### config.mk
export PLATFORM = sky130hd
export DESIGN_NAME = noc_mailbox
export DESIGN_NICKNAME = d
export VERILOG_FILES = /design/src/rtl/noc_mailbox_pkg.sv /design/src/rtl/mbox_fifo.sv /design/src/rtl/noc_mailbox.sv
export SDC_FILE = /design/constraint.sdc
export NUM_CORES = 2
export LEC_CHECK = 0
export CORE_MARGIN = 2
export CORE_UTILIZATION = 49
export CTS_CLUSTER_DIAMETER = 200
export DETAILED_ROUTE_END_ITERATION = 12
export PLACE_DENSITY = 0.7
export SKIP_LAST_GASP = 1
export SLEW_MARGIN = 20
export SYNTH_ARGS = -nofsm -noshare
export SYNTH_HDL_FRONTEND = slang
export SYNTH_HIERARCHICAL = 1
export SYNTH_SLANG_ARGS = --single-unit
### constraint.sdc
create_clock -name clk -period 10.6 [get_ports clk]
set_clock_uncertainty 0.15 [all_clocks]
set_input_delay 1.06 -clock clk [delete_from_list [all_inputs] [get_ports clk]]
set_output_delay 1.06 -clock clk [all_outputs]
set_load 0.01 [all_outputs]
### src/rtl/noc_mailbox_pkg.sv
// noc_mailbox_pkg -- shared types and constants for the NoC mailbox.
//   msg_t       : message record (address tag + payload) at the default widths
//   DROP_CNT_W  : width of the saturating dropped-message counter
//   ch_idx_w()  : width of a channel index for a given channel count
package noc_mailbox_pkg;

    localparam int MSG_ADDR_W = 8;
    localparam int MSG_DATA_W = 32;
    localparam int DROP_CNT_W = 16;

    typedef struct packed {
        logic [MSG_ADDR_W-1:0] addr;
        logic [MSG_DATA_W-1:0] data;
    } msg_t;

    // A single channel still needs a one-bit select so ports never collapse to zero width.
    function automatic int ch_idx_w(input int channels);
        if (channels > 1) begin
            return $clog2(channels);
        end else begin
            return 1;
        end
    endfunction

endpackage

### src/rtl/mbox_fifo.sv
// mbox_fifo -- first-word-fall-through FIFO with an occupancy counter.
//   clk, reset_n : clock, asynchronous active-low reset
//   push_i/wdata_i : write request and data; accepted when not full, or when
//                    full and a pop happens in the same cycle
//   pop_i          : read request; ignored when empty
//   rdata_o        : head entry, zero while empty
//   full_o/empty_o : occupancy flags derived from the counter (0..DEPTH)
module mbox_fifo #(
    parameter int WIDTH = 40,
    parameter int DEPTH = 8
) (
    input  logic             clk,
    input  logic             reset_n,
    input  logic             push_i,
    input  logic [WIDTH-1:0] wdata_i,
    input  logic             pop_i,
    output logic [WIDTH-1:0] rdata_o,
    output logic             full_o,
    output logic             empty_o
);

    localparam int PTR_W = (DEPTH > 1) ? $clog2(DEPTH) : 1;
    localparam int CNT_W = $clog2(DEPTH + 1);
    localparam logic [CNT_W-1:0] FULL_CNT = CNT_W'(DEPTH);

    logic [WIDTH-1:0] mem_q [DEPTH];
    logic [PTR_W-1:0] wr_ptr_q, wr_ptr_d;
    logic [PTR_W-1:0] rd_ptr_q, rd_ptr_d;
    logic [CNT_W-1:0] count_q, count_d;
    logic             push_fire_s;
    logic             pop_fire_s;

    // Handshake qualification, pointer advance and occupancy update.
    always_comb begin
        pop_fire_s  = pop_i && (count_q != {CNT_W{1'b0}});
        // A pop frees the slot this cycle, so a full FIFO may still take a push.
        push_fire_s = push_i && ((count_q != FULL_CNT) || pop_fire_s);
        wr_ptr_d    = wr_ptr_q;
        rd_ptr_d    = rd_ptr_q;
        count_d     = count_q;
        // DEPTH is a power of two, so plain increment wraps modulo DEPTH.
        if (push_fire_s) begin
            wr_ptr_d = wr_ptr_q + PTR_W'(1);
        end else begin
            wr_ptr_d = wr_ptr_q;
        end
        if (pop_fire_s) begin
            rd_ptr_d = rd_ptr_q + PTR_W'(1);
        end else begin
            rd_ptr_d = rd_ptr_q;
        end
        case ({push_fire_s, pop_fire_s})
            2'b10:   count_d = count_q + CNT_W'(1);
            2'b01:   count_d = count_q - CNT_W'(1);
            default: count_d = count_q;
        endcase
    end

    // Pointer and occupancy registers.
    always_ff @(posedge clk or negedge reset_n) begin
        if (!reset_n) begin
            wr_ptr_q <= {PTR_W{1'b0}};
            rd_ptr_q <= {PTR_W{1'b0}};
            count_q  <= {CNT_W{1'b0}};
        end else begin
            wr_ptr_q <= wr_ptr_d;
            rd_ptr_q <= rd_ptr_d;
            count_q  <= count_d;
        end
    end

    // Storage is not reset: an empty FIFO never exposes it.
    always_ff @(posedge clk) begin
        if (push_fire_s) begin
            mem_q[wr_ptr_q] <= wdata_i;
        end
    end

    assign empty_o = (count_q == {CNT_W{1'b0}});
    assign full_o  = (count_q == FULL_CNT);
    assign rdata_o = empty_o ? {WIDTH{1'b0}} : mem_q[rd_ptr_q];

endmodule

### src/rtl/noc_mailbox.sv
// noc_mailbox -- CPU <-> NoC mailbox: one TX FIFO toward the link and
// CHANNELS RX FIFOs demultiplexed by the low address bits of incoming messages.
//   cpu_tx_*   : CPU writes messages (valid/ready)
//   noc_tx_*   : head of TX FIFO toward the link (valid/ready)
//   noc_rx_*   : incoming message strobe, no backpressure; overflow is dropped
//   cpu_rx_*   : CPU reads the head of channel cpu_rx_ch, pops with cpu_rx_pop
//   cpu_rx_nonempty : per-channel occupancy flags
//   rx_drop_cnt     : saturating dropped-message counter
// Build option: define NOC_MAILBOX_DROP_CNT_EN to include the drop counter;
// otherwise rx_drop_cnt is tied to zero.
module noc_mailbox
    import noc_mailbox_pkg::*;
#(
    parameter int ADDR_W   = 8,
    parameter int DATA_W   = 32,
    parameter int CHANNELS = 4,
    parameter int DEPTH    = 8,
    localparam int CH_W    = ch_idx_w(CHANNELS)
) (
    input  logic                  clk,
    input  logic                  reset_n,
    input  logic                  cpu_tx_valid,
    input  logic [ADDR_W-1:0]     cpu_tx_addr,
    input  logic [DATA_W-1:0]     cpu_tx_data,
    output logic                  cpu_tx_ready,
    output logic                  noc_tx_valid,
    output logic [ADDR_W-1:0]     noc_tx_addr,
    output logic [DATA_W-1:0]     noc_tx_data,
    input  logic                  noc_tx_ready,
    input  logic                  noc_rx_valid,
    input  logic [ADDR_W-1:0]     noc_rx_addr,
    input  logic [DATA_W-1:0]     noc_rx_data,
    input  logic [CH_W-1:0]       cpu_rx_ch,
    input  logic                  cpu_rx_pop,
    output logic [ADDR_W-1:0]     cpu_rx_addr,
    output logic [DATA_W-1:0]     cpu_rx_data,
    output logic [CHANNELS-1:0]   cpu_rx_nonempty,
    output logic [DROP_CNT_W-1:0] rx_drop_cnt
);

    localparam int MSG_W = ADDR_W + DATA_W;

    logic             tx_full_s;
    logic             tx_empty_s;
    logic             tx_push_s;
    logic [MSG_W-1:0] tx_head_s;
    logic [CH_W-1:0]  rx_ch_s;
    logic [CHANNELS-1:0] rx_full_s;
    logic [CHANNELS-1:0] rx_empty_s;
    logic [MSG_W-1:0] rx_head_s [CHANNELS];

    // TX ready reflects full only; a same-cycle pop does not open a slot.
    assign tx_push_s    = cpu_tx_valid && !tx_full_s;
    assign cpu_tx_ready = !tx_full_s;
    assign noc_tx_valid = !tx_empty_s;
    assign {noc_tx_addr, noc_tx_data} = tx_head_s;

    mbox_fifo #(.WIDTH(MSG_W), .DEPTH(DEPTH)) u_tx_fifo (
        .clk     (clk),
        .reset_n (reset_n),
        .push_i  (tx_push_s),
        .wdata_i ({cpu_tx_addr, cpu_tx_data}),
        .pop_i   (noc_tx_ready),
        .rdata_o (tx_head_s),
        .full_o  (tx_full_s),
        .empty_o (tx_empty_s)
    );

    assign rx_ch_s = noc_rx_addr[CH_W-1:0];

    for (genvar g = 0; g < CHANNELS; g++) begin : g_rx
        mbox_fifo #(.WIDTH(MSG_W), .DEPTH(DEPTH)) u_rx_fifo (
            .clk     (clk),
            .reset_n (reset_n),
            .push_i  (noc_rx_valid && (rx_ch_s == CH_W'(g))),
            .wdata_i ({noc_rx_addr, noc_rx_data}),
            .pop_i   (cpu_rx_pop && (cpu_rx_ch == CH_W'(g))),
            .rdata_o (rx_head_s[g]),
            .full_o  (rx_full_s[g]),
            .empty_o (rx_empty_s[g])
        );
    end

    assign cpu_rx_nonempty = ~rx_empty_s;
    assign {cpu_rx_addr, cpu_rx_data} = rx_head_s[cpu_rx_ch];

`ifdef NOC_MAILBOX_DROP_CNT_EN
    localparam logic [DROP_CNT_W-1:0] DROP_MAX = {DROP_CNT_W{1'b1}};

    logic                  drop_s;
    logic [DROP_CNT_W-1:0] drop_cnt_q, drop_cnt_d;

    // A message is lost only when its channel is full and not popped this cycle.
    always_comb begin
        drop_s = noc_rx_valid && rx_full_s[rx_ch_s]
                 && !(cpu_rx_pop && (cpu_rx_ch == rx_ch_s));
        if (drop_s && (drop_cnt_q != DROP_MAX)) begin
            drop_cnt_d = drop_cnt_q + DROP_CNT_W'(1);
        end else begin
            drop_cnt_d = drop_cnt_q;
        end
    end

    // Saturating drop counter register.
    always_ff @(posedge clk or negedge reset_n) begin
        if (!reset_n) begin
            drop_cnt_q <= {DROP_CNT_W{1'b0}};
        end else begin
            drop_cnt_q <= drop_cnt_d;
        end
    end

    assign rx_drop_cnt = drop_cnt_q;
`else
    assign rx_drop_cnt = {DROP_CNT_W{1'b0}};
`endif

endmodule
==> results by group <==
Final layout
  • Post-route core utilization: 0.561
  • Layout cell share with drive strength beyond 1: 0.244
  • Area delta synth->final: 13.3%
  • Register area: 0.0494 mm^2
  • Final nets: 3370
  • Number of fillers in the final layout: 9544
  • Multi-input gate area in the final layout: 0.0151 mm^2

Floorplanning
  • Die Footprint: 0.136 mm^2
  • Row cnt: 133
  • Die Span Y: 369 um
  • IO Count: 190
  • Core area: 0.132 mm^2
  • Die Width: 369 um
  • Initial Util: 0.495

Global route
  • Vias in the first global route: 31600
  • Global route total overflow: 0
  • First-pass GRT wire length: 212000 um
  • Largest net degree at the start of global routing: 65
  • Initial antenna violation count: 6
  • GR Util All Layers: 0.214

Synth
  • Seq cells post-synth: 1650
  • Ys async rst share: 0.0303
  • Mean post-synth cell area: 21.6 um^2
  • Ys flop type: edfxtp_1
  • Post-Synthesis Cells: 3022
  • Synth area leaders: edfxtp_1 74%, mux4_2 15%, mux2i_1 3.2%
  • Synth unique cells: 43
  • EDFF count, synth: 1600
  • Cell area after synthesis: 0.0653 mm^2
  • Post-synth top area share: 0.736
  • Number of synthesis warnings: 6
  • Post-synth top area cell: edfxtp_1
  • Post-synthesis sequential area ratio: 0.755

Min path
  • Min-delay worst type: in2async

Drt
  • ANT nets after route: 0
  • TritonRoute pass-1 iters: 7
  • Via count: 31000
  • Initial drt markers: 3251
  • Avg WL per Cell: 28.1 um
  • Final Routed Wirelength: 145000 um
  • Residual DRC: 0
  • Drt via density: 6.02

Setup path
  • Max incr delay on CP: 960 ps
  • CP max FO: 42
  • CP Data Required Time: 9390 ps
  • CP Capture Type: primary output
  • Crit path kind: reg2out
  • CP max stage cell: dfrtp_4
  • Critical path arrival: 4640 ps
  • Buffers & Inverters on Critical Path: 2
  • Cells along the critical path: buf_4 -> mux4_2 -> mux2i_1 -> nor2_1 -> mux4_2 -> clkdlybuf4s50_1
  • Most used cell, CP: mux4_2
  • Worst Setup Start Kind: flip-flop
  • Top delay family on crit path: multiplexers

Clock tree
  • Clk_lat worst skew: 780 ps
  • # resized after CTS: 0
  • Num CTS Buffers: 163
  • CTS root buf: clkbuf_16
  • Clock Path Buffers: 3
  • Clk slew on worst S/H paths: 60 ps
  • H-tree level count: 4
  • CTS Hold Buffers Added: 0
  • CTS tree: done
  • Num Clock Sinks: 1650
  • Post-CTS setup repair buffer count: 0

Timing
  • Final setup viols: 0
  • Fin crit share: 0.552
  • Worst Tran Pin Value: 1080 ps
  • RSZ-0062 raised after global routing: false
  • Sum Neg Setup Slack: 0 ps
  • Max-slew violation count: 0
  • Final Hold Violating Endpoints: 0
  • Fmax: 0.171 GHz
  • Max-Slew Margin vs Limit: 0.275
  • Post-layout minimum cycle time: 5850 ps

Job
  • Max-cap viol count: 0

Pwr
  • PwrDens: 262 mW/mm^2
  • VDD IR max: 0.184 mV
  • Static Leak: 23.8 nW

Status
  • Status: finished clean

Placed design
  • I/O Buffers: 173
  • GP Congestion: 0.761
  • DPL Wire Length: 75400 um
-- cell families (layout without fill, tap and decap cells) --
kind of cell               Yosys count  in the layout  synth area share
AOI/OAI and AO/OA                   70             70           0.00728
adders and majority gates           25             25           0.00536
other                                1             18         0.0000574
xor gates and xnor gates            25             25           0.00335
muxes                              660            660             0.186
DFF                               1650           1650             0.755
buffers and inverters              222            568            0.0187
and+or+nand+nor                    369            369            0.0249
-- flip-flops by register name, indices dropped and copies added, names as in the netlist --
register                 flops
u_tx_fifo/rd_ptr_q           3
u_tx_fifo/count_q            4
g_rx.u_rx_fifo/mem_q      1280
u_tx_fifo/mem_q            320
u_tx_fifo/wr_ptr_q           3
g_rx.u_rx_fifo/wr_ptr_q     12
g_rx.u_rx_fifo/count_q      16
g_rx.u_rx_fifo/rd_ptr_q     12
-- power by group --
part	internal (mW)	switching [mW]	total (mW)
sequential	7.66	0.651	8.31
clock	3.09	2.41	5.50
combinational	2.82	2.78	5.60
-- synth_stat cells (3+ instances only) --
library cell and n:
mux2i_1 210, dfrtp_1 50, buf_1 35, o22ai_1 10, nor2_1 240, o21ai_0 5
mux2_2 5, mux2_1 5, nand2b_1 25, mux4_2 438, nor2b_1 6, buf_4 56
nand3_1 15, a2bb2oi_1 5, ha_1 20, a21o_1 5, and3b_1 4, o211ai_1 5
buf_12 3, or4_1 5, or3_1 10, buf_2 65, clkbuf_1 15, a211oi_2 5
xor2_1 5, clkinv_4 5, a21oi_1 10, xnor2_1 20, nand3_2 5, edfxtp_1 1600
nor3_1 30, clkbuf_2 5, fa_1 5, o21ai_1 5, a31oi_1 15, nand2_1 25
inv_1 36, a22oi_1 5
-- placed cells by master, fill, tap and decap left out, types with 20 or more instances in the layout --
master	Yosys	layout
clkinv_1	0	30
clkbuf_1	15	39
dfrtp_1	50	35
ha_1	20	20
mux2i_1	210	210
clkinv_2	0	27
nor2_1	240	210
buf_4	56	64
nand2b_1	25	25
xnor2_1	20	20
mux4_2	438	438
inv_1	36	36
nand2_1	25	25
edfxtp_1	1600	1600
clkbuf_16	0	164
clkdlybuf4s50_1	0	146
nor3_1	30	20
nor2_4	0	30
buf_2	65	25
-- per-layer routing --
| metal | track usage | routed length [um] | vias up |
|---|---|---|---|
| met2 | 0.339 | 69800 | 1218 |
| met5 | 0 | 37 | - |
| met1 | 0.310 | 60800 | 16600 |
| met4 | 0.0554 | 2760 | 6 |
| met3 | 0.0379 | 11200 | 200 |
| li1 | - | - | 12900 |
-- path summary, 6_finish.rpt --
path	startpoint	to	slack, ps	depth (start not counted)
setup / recovery	g_rx[3].u_rx_fifo/rd_ptr_q[0]	cpu_rx_data[24]	4750	6
hold / removal	reset_n	g_rx[3].u_rx_fifo/count_q[2]	320	2
setup reg to reg	u_tx_fifo/count_q[0]	u_tx_fifo/mem_q[0][28]	6970	8
hold reg to reg	g_rx[0].u_rx_fifo/wr_ptr_q[0]	g_rx[0].u_rx_fifo/wr_ptr_q[0]	380	1
max in group asynchronous	reset_n	u_tx_fifo/rd_ptr_q[0]	9320	2
min in group clk	g_rx[0].u_rx_fifo/wr_ptr_q[0]	g_rx[0].u_rx_fifo/wr_ptr_q[0]	380	1
-- per-stage QoR --
step | worst slack (ps) | instance area, um^2 | cells | hold slack [ps] | power (mW)
CTS | 4530 | 74100 | 5138 | 296 | 19.6
floorplan | 5010 | 65400 | 3037 | 330 | 12.0
finish | 4750 | 74000 | 5140 | 322 | 19.4
global route | 4460 | 74000 | 5139 | 358 | 20.2
global placement | 5170 | 69100 | 4847 | 356 | 14.0
detailed placement | 5010 | 69100 | 4847 | 361 | 14.1
-- layout make-up --
class | count | share of cell area
Antenna cell | 2 | 0.0000676
Clock buffer | 207 | 0.0582
Clock inverter | 84 | 0.0104
Inverter | 41 | 0.00242
Multi-Input combinational cell | 1165 | 0.205
Sequential cell | 1650 | 0.667
Tap cell | 1755 | 0.0297
Timing Repair Buffer | 236 | 0.0280
Note: power is estimated with default switching activity, not from simulation.
